<file path="src/rtl/arb_pkg.sv">
// Shared definitions for the one-hot round-robin arbiter: requester count,
// index code width, pointer width and the arbiter state type.
package arb_pkg;

  localparam int unsigned N_REQ = 8;
  localparam int unsigned BCD_W = 4;
  localparam int unsigned PTR_W = $clog2(N_REQ);

  typedef enum logic {
    ST_IDLE  = 1'b0,
    ST_GRANT = 1'b1
  } state_e;

endpackage

</file>
<file path="src/rtl/one_hot_to_bcd.sv">
// Converts an 8-bit one-hot vector to its 4-bit BCD index (0..7).
// An all-zero input yields 0; bit 3 of the result is always 0.
module one_hot_to_bcd
  import arb_pkg::*;
(
  input  logic [N_REQ-1:0] onehot_i,
  output logic [BCD_W-1:0] bcd_o
);

  // OR together the indices of all set bits; for a one-hot input this is the index.
  always_comb begin
    bcd_o = '0;
    for (int unsigned i = 0; i < N_REQ; i++) begin
      if (onehot_i[i]) begin
        bcd_o = bcd_o | BCD_W'(i);
      end
    end
  end

endmodule

</file>
<file path="src/rtl/one_hot_rr_arbiter.sv">
// Round-robin arbiter for 8 requesters sharing one resource. Issues a
// registered one-hot grant and its BCD index; a grant persists while the
// owner holds its request and is revoked after MAX_HOLD cycles when other
// requesters are waiting. At least one idle cycle separates grants.
module one_hot_rr_arbiter
  import arb_pkg::*;
#(
  parameter int unsigned MAX_HOLD = 16,
  parameter int unsigned CNT_W    = 5
) (
  input  logic             clk,
  input  logic             rst_n,
  input  logic             en,
  input  logic [N_REQ-1:0] req,
  output logic [N_REQ-1:0] gnt,
  output logic [BCD_W-1:0] gnt_idx,
  output logic             gnt_valid,
  output logic             preempt
);

  localparam logic [CNT_W-1:0] HOLD_LAST = CNT_W'(MAX_HOLD - 1);
  localparam logic [CNT_W-1:0] HOLD_SAT  = CNT_W'(MAX_HOLD);

  state_e             state_q, state_d;
  logic [PTR_W-1:0]   ptr_q, ptr_d;
  logic [CNT_W-1:0]   hold_q, hold_d;
  logic [N_REQ-1:0]   gnt_q, gnt_d;
  logic [BCD_W-1:0]   gnt_idx_q, gnt_idx_d;
  logic               preempt_q, preempt_d;

  logic [N_REQ-1:0]   req_rot;
  logic [N_REQ-1:0]   sel_rot;
  logic [N_REQ-1:0]   pick;
  logic [PTR_W-1:0]   owner_nxt;
  logic               owner_req;
  logic               others_req;

  // Round-robin pick: rotate so ptr is bit 0, keep the lowest set bit, rotate back.
  always_comb begin
    req_rot = '0;
    pick    = '0;
    for (int unsigned i = 0; i < N_REQ; i++) begin
      req_rot[i] = req[PTR_W'(i) + ptr_q];
    end
    sel_rot = req_rot & (~req_rot + N_REQ'(1));
    for (int unsigned i = 0; i < N_REQ; i++) begin
      pick[i] = sel_rot[PTR_W'(i) - ptr_q];
    end
  end

  assign owner_req  = |(req & gnt_q);
  assign others_req = |(req & ~gnt_q);
  assign owner_nxt  = gnt_idx_q[PTR_W-1:0] + PTR_W'(1);

  // Next-state logic: grant from IDLE, release or preempt from GRANT.
  always_comb begin
    state_d   = state_q;
    ptr_d     = ptr_q;
    hold_d    = hold_q;
    gnt_d     = gnt_q;
    preempt_d = 1'b0;
    case (state_q)
      ST_IDLE: begin
        hold_d = '0;
        gnt_d  = '0;
        if (en && (|req)) begin
          gnt_d   = pick;
          state_d = ST_GRANT;
        end
      end
      ST_GRANT: begin
        if (!owner_req) begin
          gnt_d   = '0;
          ptr_d   = owner_nxt;
          hold_d  = '0;
          state_d = ST_IDLE;
        end else if ((hold_q >= HOLD_LAST) && others_req) begin
          // hold_q may already be saturated past HOLD_LAST when a competitor
          // shows up late; that must still preempt.
          gnt_d     = '0;
          ptr_d     = owner_nxt;
          hold_d    = '0;
          preempt_d = 1'b1;
          state_d   = ST_IDLE;
        end else if (hold_q != HOLD_SAT) begin
          hold_d = hold_q + CNT_W'(1);
        end
      end
      default: begin
        state_d = ST_IDLE;
        gnt_d   = '0;
        hold_d  = '0;
      end
    endcase
  end

  one_hot_to_bcd u_enc (
    .onehot_i (gnt_d),
    .bcd_o    (gnt_idx_d)
  );

  // State, pointer, hold counter and output registers.
  always_ff @(posedge clk or negedge rst_n) begin
    if (!rst_n) begin
      state_q   <= ST_IDLE;
      ptr_q     <= '0;
      hold_q    <= '0;
      gnt_q     <= '0;
      gnt_idx_q <= '0;
      preempt_q <= 1'b0;
    end else begin
      state_q   <= state_d;
      ptr_q     <= ptr_d;
      hold_q    <= hold_d;
      gnt_q     <= gnt_d;
      gnt_idx_q <= gnt_idx_d;
      preempt_q <= preempt_d;
    end
  end

  assign gnt       = gnt_q;
  assign gnt_idx   = gnt_idx_q;
  assign gnt_valid = |gnt_q;
  assign preempt   = preempt_q;

endmodule
</file>
<file path="config.mk">
export PLATFORM = sky130hd
export DESIGN_NAME = one_hot_rr_arbiter
export DESIGN_NICKNAME = d
export VERILOG_FILES = /design/src/rtl/arb_pkg.sv /design/src/rtl/one_hot_to_bcd.sv /design/src/rtl/one_hot_rr_arbiter.sv
export SDC_FILE = /design/constraint.sdc
export NUM_CORES = 1
export LEC_CHECK = 0
export BUFFER_PORTS_ARGS = -buffer_cell sky130_fd_sc_hd__buf_2
export CELL_PAD_IN_SITES_DETAIL_PLACEMENT = 1
export CELL_PAD_IN_SITES_GLOBAL_PLACEMENT = 2
export CORE_MARGIN = 4
export CORE_UTILIZATION = 37
export CTS_CLUSTER_DIAMETER = 40
export DETAILED_ROUTE_END_ITERATION = 16
export HOLD_SLACK_MARGIN = 0.08
export PLACE_DENSITY = 0.86
export SYNTH_ARGS = -nofsm -noshare
export SYNTH_HDL_FRONTEND = slang
export SYNTH_HIERARCHICAL = 1
export SYNTH_SLANG_ARGS = --single-unit
</file>
<file path="constraint.sdc">
create_clock -name clk -period 4.75 [get_ports clk]
set_input_delay 0.95 -clock clk [delete_from_list [all_inputs] [get_ports clk]]
set_output_delay 0.95 -clock clk [all_outputs]
set_load 0.01 [all_outputs]
</file>
After elaboration in Yosys (flattened, before gate mapping) --
Index checks and enable logic that the tools add are counted.
Storage, ports and cells: register bits after elaboration 22, input bits 11, word-level logic and storage cells 115
Operators by class: equality and inequality tests 4, bitwise logic cells 6, $add $sub $neg 18, order comparisons 17, mux-type cells 56, reductions and logical operators 7
Operators with widths (count):
- less-than comparator 3 x 4 -> 1 bit (second input constant) | 16
- binary-select mux 1 bit (select 3 bit) | 16
- OR reduction 8 bit | 4
- bitwise AND 8 bit | 3
- two-way mux 8 bit | 3
- two-way mux 1 bit | 23
- two-way mux 3 bit | 6
- inverter 8 bit | 2
- one-hot mux 8 bit (2 select lines) | 1
- two-way mux 5 bit | 3
- adder 3 bit (first input constant) | 4
- subtractor 3 bit (first input constant) | 4
- one-hot mux 5 bit (2 select lines) | 1
- adder 8 x 1 -> 8 bit (second input constant) | 1
- adder 2 x 3 -> 3 bit (first input constant) | 2
- subtractor 1 x 3 -> 3 bit (first input constant) | 2
- subtractor 2 x 3 -> 3 bit (first input constant) | 2
- adder 5 x 1 -> 5 bit (second input constant) | 1
- >= comparator 5 x 4 -> 1 bit (second input constant) | 1
- inequality test 5 bit (second input constant) | 1
- two-way mux 2 bit | 2
- inequality test 4 x 2 -> 1 bit (second input constant) | 1
- adder 1 x 3 -> 3 bit (first input constant) | 1
- adder 3 x 1 -> 3 bit (second input constant) | 1
- other kinds (6) | 7

Logic depth before layout (Yosys ltp) --
Gate-level depths: netlist of run 1.
depth in word-level cells 17, depth in mapped cells 12, mapped depth without buffers 10

By module --
Netlist of run 1, hierarchy kept.
Modules (own cells, without submodules):
- one_hot_rr_arbiter | area an instance 2114.5 um^2, cells each 221, times used 1
- one_hot_to_bcd | area an instance 33.8 um^2, cells each 5, times used 1

Least setup slack after synthesis of run 1 --
OpenSTA, ideal clock, no wires.
path type register to register, start register ptr_q[1], end register gnt_idx_q[2], in the netlist gnt_idx[2], buffers on the path 3, arrival time 3.568 ns, clock period less this slack 3.707 ns, setup time 0.138 ns, setup slack 1.043 ns, stages on the path, launching flop included 13, data required time 4.612 ns, path through dfrtp_1 -> buf_2 -> clkbuf_1 -> inv_1 -> ha_1 -> buf_6 -> mux2i_1 -> mux4_2 -> a22oi_4 -> nor3_1 -> a311o_1 -> a32o_1 -> or4_1
On the way: elaborated cells on any way between the ends 44, those cells by class add/sub (12); mux (30); bitwise (2)
RTL lines:
- start: declaration | RTL line one_hot_rr_arbiter.sv:25 | logic [PTR_W-1:0] ptr_q, ptr_d;
- start signal: assignment | RTL line one_hot_rr_arbiter.sv:113 | ptr_q <= ptr_d;
- adder 1 x 3 -> 3 bit, or another cell as far along | RTL line one_hot_rr_arbiter.sv:43 | req_rot[i] = req[PTR_W'(i) + ptr_q];
- binary-select mux 1 bit (select 3 bit) | RTL line one_hot_rr_arbiter.sv:43
- two-way mux 1 bit (not written as such) | RTL line one_hot_rr_arbiter.sv:43
- inverter 8 bit | RTL line one_hot_rr_arbiter.sv:45 | sel_rot = req_rot & (~req_rot + N_REQ'(1));
- adder 8 x 1 -> 8 bit | RTL line one_hot_rr_arbiter.sv:45
- bitwise AND 8 bit | RTL line one_hot_rr_arbiter.sv:45
- binary-select mux 1 bit (select 3 bit) * | RTL line one_hot_rr_arbiter.sv:47 | pick[i] = sel_rot[PTR_W'(i) - ptr_q];
- two-way mux 1 bit (not written as such) * | RTL line one_hot_rr_arbiter.sv:47
- two-way mux 8 bit * | RTL line one_hot_rr_arbiter.sv:66 | if (en && (|req)) begin
- one-hot mux 8 bit (2 select lines) * | RTL line one_hot_rr_arbiter.sv:62 | case (state_q)
- via gnt_d[7] | RTL line one_hot_rr_arbiter.sv:27 | logic [N_REQ-1:0] gnt_q, gnt_d;
- two-way mux 3 bit * | RTL line one_hot_to_bcd.sv:14 | if (onehot_i[i]) begin
- via gnt_idx_d[2] | RTL line one_hot_rr_arbiter.sv:28 | logic [BCD_W-1:0] gnt_idx_q, gnt_idx_d;
- end signal: assignment | RTL line one_hot_rr_arbiter.sv:116 | gnt_idx_q <= gnt_idx_d;
- end: declaration | RTL line one_hot_rr_arbiter.sv:28
Mark *: on every way through the listed nets, which the timed path passes. The rest lies on a longest branch. The select of a mux whose other input is x is not followed. A chain may end at the register's enable or synchronous reset.

Worst setup path in the final report of run 1 --
Same ends and word-level chain as after synthesis.

==> results of run 1 <==
layer usage:
layer | wire, um | share of wire [%] | up-vias
met5 | 0 | 0 | -
met4 | 220 | 3.3 | 0
met3 | 480 | 7.1 | 17
met2 | 3140 | 47 | 84
met1 | 2910 | 43 | 981
li1 | - | - | 888
flip-flops by register name, summed over array words and instances (netlist names):
signal / cells
gnt: 8
ptr_q: 3
gnt_idx: 4
state_q: 1
hold_q: 5
preempt: 1
critical path: cells and delay by family, from the launching register on:
| kind | cells | cell delay [ps] |
|---|---|---|
| buffers and inverters | 1 | 130 |
| and+or+nand+nor | 2 | 640 |
| DFF | 1 | 570 |
| muxes | 2 | 720 |
| AOI/OAI and AO/OA | 3 | 950 |
| adders and majority gates | 1 | 540 |
Yosys cell counts (7+ instances only):
library cell,number,share of area [%]
dfrtp_1,22,26
mux2i_1,18,8.4
inv_1,16,2.8
nand2_1,13,2.3
mux4_2,12,13
nor2_1,11,1.9
buf_2,9,2.1
a21oi_1,8,1.9
nand3_1,8,1.9
clkbuf_1,7,1.2
how the worst max path moves through the flow:
stage	cells past startpoint	to	from	slack [ps]
after global placement	9	gnt_idx[2]	ptr_q[1]	1170
after CTS	9	gnt_idx[2]	ptr_q[1]	1070
after floorplan	12	gnt_idx[2]	ptr_q[1]	1040
after global routing	9	gnt_idx[2]	ptr_q[1]	820
final	9	gnt_idx[2]	ptr_q[1]	1070
after detailed placement	9	gnt_idx[2]	ptr_q[1]	1080
where the power goes:
| part | leakage [nW] | total (mW) | internal, mW | switching (mW) |
|---|---|---|---|---|
| logic | 0.727 | 1.30 | 0.566 | 0.737 |
| clock network | 0.0357 | 0.176 | 0.113 | 0.0636 |
| registers | 0.282 | 0.370 | 0.255 | 0.115 |
| total | 1.05 | 1.85 | 0.933 | 0.915 |
kinds of logic after synthesis:
logic type	after synthesis
AO/OA/AOI/OAI	55
XOR/XNOR	8
adder cells (fa/ha/maj)	6
buffers and inverters	36
flip-flops	22
multiplexers	36
other	1
AND/OR/NAND/NOR	62
layout make-up:
| type | instances | area, um^2 |
|---|---|---|
| clock buffers | 3 | 41.3 |
| clock inverters | 1 | 30.0 |
| fillers | 673 | 3210 |
| inverters | 17 | 63.8 |
| multi-input cells | 168 | 1440 |
| flip-flops and latches | 22 | 551 |
| well taps | 72 | 90.1 |
| repair buffers | 28 | 150 |
per-stage QoR:
stage,hold slack [ps],power [mW],worst slack [ps]
floorplan,515,1.35,1040
global placement,506,1.64,1170
detailed placement,520,1.66,1080
CTS,525,1.85,1070
global route,559,2.01,818
finish,522,1.85,1070
==> results_dict.tcl, run 1 <==
set metrics [dict create \
    status "finished clean" \
    grt_max_degree 23 \
    r2r-start "ptr_q[1]" \
    ir_drop_mv 0.256 \
    finalCritPeriodShare_pct 77.6 \
    start_util_pct 38.5 \
    path_max_fanout 12 \
    drive_above_1_share_pct 24.3 \
    vias_per_cell 6.33 \
    synth_edf_count 0 \
    antenna_cells 0 \
    cts_resized 0 \
    ant_nets 0 \
    rsz0062_at_grt "no" \
    hold_viol_final 0 \
    cts-buffers-inserted 3 \
    routedWlPerCell_um 21.7 \
    die_area_um2 7090 \
    area_growth_pct 9.96 \
    reg2reg_slack_ps 1070 \
    synthAdderAreaFrac_pct 3.49 \
    path_class "register to register" \
    fin_skew_ps 1.23 \
    slew_violations 0 \
    netlist_instances 226 \
    cp_data_arrival_time_ps 3830 \
    top_usage_layer "met2" \
    fp-row-count 27 \
    synthMuxAreaShare_pct 24.2 \
    antenna_found_initial 0 \
    setup_viol 0 \
    crit_chain "inv_1 > ha_1 > mux2i_1 > mux4_2 > a22oi_4 > nor3_1 > a311o_1 > a32o_1 > or4_1" \
    synth_xor_area_share_pct 3.61 \
    drcViolationCount 0 \
    drv_cap 0 \
    syn_area_um2 2150 \
    grt_pass1_vias 2013 \
    p_leak_nw 1.05 \
    dr.pass1.iters 4 \
    finalCriticalPeriod_ps 3680 \
    syn_avg_cell_area_um2 9.51 \
    syn_nets 243 \
    worst_path_largest_cell_delay_ps 570 \
    stdcell_area_um2 2360 \
    cpMaxStageDelayCell "dfrtp_1" \
    r2r-end "gnt_idx[2]" \
    tns_ps 0 \
    ys_async_sr_fraction_pct 100 \
    overflow 0 \
    p_per_area_nw_per_um2 782 \
    worst_setup_path_end_kind "register" \
    gp_congestion 0.898 \
    cp_data_required_time_ps 4890 \
    synthSimpleGateAreaFrac_pct 16.2 \
    tightest_slew_ps 986 \
    core_area_um2 5570 \
    cts_max_path_buffers 2 \
    final_common_cell "buf_2" \
    cts_sinks 22 \
    post_cts_buffers 0 \
    cts_tree "done" \
    synthDistinctLibCells 56 \
    stdcell_count 311 \
    hold_path_class "register to register" \
    clk_latency_ps 260 \
    synth_ff_type "dfrtp_1" \
    hpwl_mm 5.06 \
    ctsRootBufferMaster "clkbuf_8" \
    use_met2_pct 30.7 \
    r2r_cells 9 \
    met3_usage_pct 2.85 \
    drt-total-wl_mm 6.75 \
    ios 25 \
    relSlewSlack_pct 33.4 \
    synth_top_family_by_area "multiplexers" \
    ys_warn_count 6 \
    ys_seq_area_share_pct 25.6 \
    grt_pass1_wl_mm 11.3 \
    fin_util_pct 42.4 \
    fmax_mhz 271 \
    fp.dieW_um 84.2 \
    postCtsHoldBufs 0 \
    synth_compound_area_share_pct 19.1 \
    final_cell_mix "buf_2 (24), dfrtp_1 (22), mux2i_1 (18)" \
    dpl.cell_count 307 \
    io_buffers 24 \
    grt_usage_pct 20.0 \
    synth-seq-cells 22 \
    hold_path_depth 1 \
    dpl-instance-area_um2 2290 \
    cts.reportedPaths.clkPinSlew_ps 80 \
    cts_max_level 1 \
    holdPathEnd "ptr_q[0]" \
    min_from "gnt_idx[0]" \
    grtUsageMet1_pct 28.2 \
    vias 1970 \
    die_h_um 84.2 \
    num-nets-final 257 \
    drt_iter0_markers 114 \
    cp-start-kind "register" \
]
Note: power is estimated with default switching activity, not from simulation.
==> run 2, diff against run 1 <==
Clock period 4.75 ns to 3.6 ns, I/O delays scaled along.
==> run 2 against run 1 <==
Effect of this change: final cell count is 4.2% higher; count of clock-buffer cells in the layout is the same; worst hold slack worse by 120 ps; sequential power increased by 21%; combinational power increased by 42%; highest routed layer unchanged; fmax grew 9.3%; sequential cell count unchanged; sequential share of layout area shrank 0.99 points; critical path depth did not move; power is 37% higher.
==> results_dict.tcl, run 2 (synthesis results as in run 1) <==
set metrics [dict create \
    status "finished clean" \
    area_growth_pct 14.9 \
    cts_max_level 1 \
    hold_viol_final 0 \
    fp.dieW_um 84.2 \
    cp_data_arrival_time_ps 3520 \
    largest_reg_flops 8 \
    fin_ws_ps 228 \
    stdcell_area_um2 2470 \
    finalCriticalPeriod_ps 3370 \
    fmax_mhz 297 \
    antenna_cells 0 \
    slew_violations 0 \
    fp-row-count 27 \
    tns_ps 0 \
    worst_setup_path_end_kind "register" \
    cp_data_required_time_ps 3750 \
    final_common_cell "buf_2" \
    dpl-instance-area_um2 2390 \
    die_h_um 84.2 \
    die_area_um2 7090 \
    cp-start-kind "register" \
    drt_iter0_markers 199 \
    overflow 0 \
    grt_pass1_wl_mm 11.5 \
    path_class "register to register" \
    num-nets-final 270 \
    finalCritPeriodShare_pct 93.7 \
    fin_skew_ps 14.6 \
    postCtsHoldBufs 0 \
    setup_viol 0 \
    grt_pass1_vias 2150 \
    cts_max_path_buffers 2 \
    tightest_slew_ps 829 \
    ant_nets 0 \
    dr.pass1.iters 4 \
    vias_per_cell 6.23 \
    p_leak_nw 1.11 \
    cts_tree "done" \
    hpwl_mm 5.35 \
    p_per_area_nw_per_um2 1030 \
    drcViolationCount 0 \
    core_area_um2 5570 \
    io_buffers 24 \
    cts.reportedPaths.clkPinSlew_ps 90 \
    path_max_fanout 11 \
    ctsRootBufferMaster "clkbuf_8" \
    antenna_found_initial 0 \
    vias 2020 \
    grt_usage_pct 20.2 \
    dpl.cell_count 320 \
    drv_cap 0 \
    dp_slack_ps 202 \
    cts_sinks 22 \
    rsz0062_at_grt "no" \
    drt-total-wl_mm 6.84 \
    drive_above_1_share_pct 28.6 \
    ios 25 \
    hold_path_class "input pin to async pin" \
    ir_drop_mv 0.358 \
    stdcell_count 324 \
    final_cell_mix "buf_2 (24), dfrtp_1 (22), mux2i_1 (18)" \
    r2r-start "ptr_q[1]" \
    clk_latency_ps 270 \
    cts-buffers-inserted 3 \
    cp-startpoint "ptr_q[1]" \
    routedWlPerCell_um 21.1 \
    grt_max_degree 23 \
    relSlewSlack_pct 43.9 \
    gp_congestion 0.864 \
    start_util_pct 38.5 \
]
run 2: path summary, 6_finish.rpt:
kind | slack [ps] | endpoint | depth (start not counted)
min | 400 | hold_q[0] | 1
min reg2reg | 510 | ptr_q[0] | 1
max in group asynchronous | 2840 | gnt[0] | 1
max reg2reg | 230 | gnt_idx[2] | 9
max | 230 | gnt_idx[2] | 9
min in group clk | 510 | ptr_q[0] | 1
run 2: where the power goes:
group,total (mW),switching [mW],internal [mW]
clock,0.234,0.0849,0.149
sequential,0.446,0.109,0.337
combinational,1.85,1.05,0.803
total,2.53,1.25,1.29
run 2: repair_timing:
action                     4_1_cts  5_1_grt
setup endpoints to repair        0        1
buffers inserted                 0        0
gates resized for setup          0        1
run 2: worst max-delay path, stage by stage, from the launching register on:
cell     delay [ps]
dfrtp_1         350
inv_1            70
ha_1            520
mux2i_1         180
mux4_2          550
a22oi_4         330
nor3_1          110
a311o_1         330
a32o_1          290
or4_1           520
run 2: stage by stage:
stage	utilization, %	hold WS (ps)	total power, mW
global placement	42.9	511	2.24
finish	44.3	400	2.53
floorplan	-	424	1.79
CTS	44.1	417	2.52
global route	44.3	436	2.73
detailed placement	42.9	508	2.27
run 2: area by class of cell:
type	count	area, um^2
repair buffers	41	248
flip-flops and latches	22	551
clock buffers	3	41.3
inverters	17	63.8
multi-input cells	168	1440
well taps	72	90.1
clock inverters	1	30.0
fillers	650	3110
run 2: per-layer routing:
layer | track usage [%] | routed length, um | part of all wire [%]
met2 | 33.4 | 3330 | 49
met5 | 0 | 0 | 0
met1 | 28.3 | 3020 | 44
met3 | 2.55 | 432 | 6.3
met4 | 4.09 | 62 | 0.91
==> run 3, diff against run 2 <==
Clock period 3.6 ns to 3.3 ns, I/O delays scaled along.
==> run 3 against run 2 <==
Effect of this change: clock skew shrank 6.8 ps; largest cell class unchanged; worst setup slack got worse by 17 ps; via count decreased by 2.7%; die area is the same; largest power group unchanged.
==> results_dict.tcl, run 3 (synthesis results as in run 1) <==
set metrics [dict create \
    cts_sinks 22 \
    cp-start-kind "register" \
    io_buffers 24 \
    r2r-end "gnt_idx[2]" \
    wl_met3_um 276 \
    cp_data_arrival_time_ps 3230 \
    hpwl_mm 5.52 \
    die_h_um 84.2 \
    ctsRootBufferMaster "clkbuf_8" \
    fp.dieW_um 84.2 \
    final_cell_mix "buf_2 (24), dfrtp_1 (22), buf_4 (19)" \
    p_per_area_nw_per_um2 1130 \
    hold_path_class "input pin to async pin" \
    grt_pass1_vias 2085 \
    largest_reg_flops 8 \
    cts-buffers-inserted 3 \
    p_leak_nw 1.12 \
    ios 25 \
    core_area_um2 5570 \
    path_class "register to register" \
    wl_met2_mm 3.30 \
    finalCritPeriodShare_pct 93.6 \
    fill_cells 657 \
    final_common_cell "buf_2" \
    reg2reg_slack_ps 210 \
    fin_skew_ps 7.86 \
    cts_max_path_buffers 2 \
    drv_cap 0 \
    clk_latency_ps 270 \
    grt_max_degree 23 \
    hold_viol_final 0 \
    routedWlPerCell_um 20.8 \
    area_growth_pct 16.2 \
    drive_above_1_share_pct 30.3 \
    drcViolationCount 0 \
    fp-row-count 27 \
    drt-total-wl_mm 6.80 \
    r2r-start "ptr_q[1]" \
    cp_data_required_time_ps 3440 \
    relSlewSlack_pct 44.2 \
    drt_iter0_markers 149 \
    vias_per_cell 6.03 \
    cts_tree "done" \
    postCtsHoldBufs 0 \
    ir_drop_mv 0.437 \
    status "finished clean" \
    vias 1965 \
    num-nets-final 272 \
    path_max_fanout 14 \
    wl_met1_mm 3.09 \
    cts.reportedPaths.clkPinSlew_ps 80 \
    grt_pass1_wl_mm 11.3 \
    antenna_cells 0 \
    finalCriticalPeriod_ps 3090 \
    routed.top_layer "met4" \
    setup_viol 0 \
    start_util_pct 38.5 \
    grt_usage_pct 19.7 \
    worst_setup_path_end_kind "register" \
    dr.pass1.iters 4 \
    tns_ps 0 \
    tightest_slew_ps 825 \
    die_area_um2 7090 \
    overflow 0 \
    fin_util_pct 44.8 \
    gp_congestion 0.874 \
    antenna_found_initial 0 \
    fmax_mhz 324 \
    rsz0062_at_grt "no" \
    r2r_cells 9 \
    post_cts_buffers 0 \
    cts_resized 0 \
    cts_max_level 1 \
    slew_violations 0 \
    ant_nets 0 \
]
run 3: worst max-delay path by stage:
stage | start | endpoint | cells after the start
floorplan | ptr_q[1] | gnt_idx[2] | 12
global placement | req[1] | gnt_idx[2] | 8
detailed placement | req[1] | gnt_idx[2] | 8
CTS | ptr_q[0] | gnt_idx[2] | 9
global route | ptr_q[0] | gnt_idx[2] | 9
finish | ptr_q[1] | gnt_idx[2] | 9
run 3: power breakdown:
part	switching (mW)	leakage [nW]	total, mW	internal [mW]
sequential	0.123	0.282	0.491	0.368
combinational	1.16	0.806	2.08	0.928
clock	0.0890	0.0357	0.251	0.162
total	1.37	1.12	2.83	1.46
run 3: final cells by class:
class	count	area [um^2]	share of cell area, %
clock buffer	3	41.3	1.65
clock inverter	1	30.0	1.20
timing repair buffer	43	263	10.5
sequential	22	551	22.1
multi-input combinational	168	1460	58.3
tap	72	90.1	3.61
inverter	17	66.3	2.66
run 3: critical path, stage by stage, from the launching register on:
cell	delay (ps)
dfrtp_1	400
inv_4	70
ha_4	310
buf_4	220
mux4_2	500
and2_1	190
a221oi_1	320
nor4_1	100
a211o_1	320
or4_1	520
run 3: per-stage QoR:
stage | instances | area (um^2) | hold slack, ps | total power, mW | setup WS, ps
final | 326 | 2500 | 342 | 2.83 | 210
after global routing | 326 | 2500 | 370 | 3.04 | 33.9
after CTS | 326 | 2500 | 359 | 2.82 | 204
after detailed placement | 322 | 2420 | 500 | 2.56 | 132
after global placement | 322 | 2420 | 513 | 2.53 | 193
after floorplan | 226 | 2190 | 364 | 1.99 | -6.44
run 3: per-layer routing:
metal | vias up | track usage, %
met5 | - | 0
met4 | 0 | 4.68
met3 | 12 | 2.85
met2 | 51 | 32.8
met1 | 986 | 26.9
li1 | 916 | -
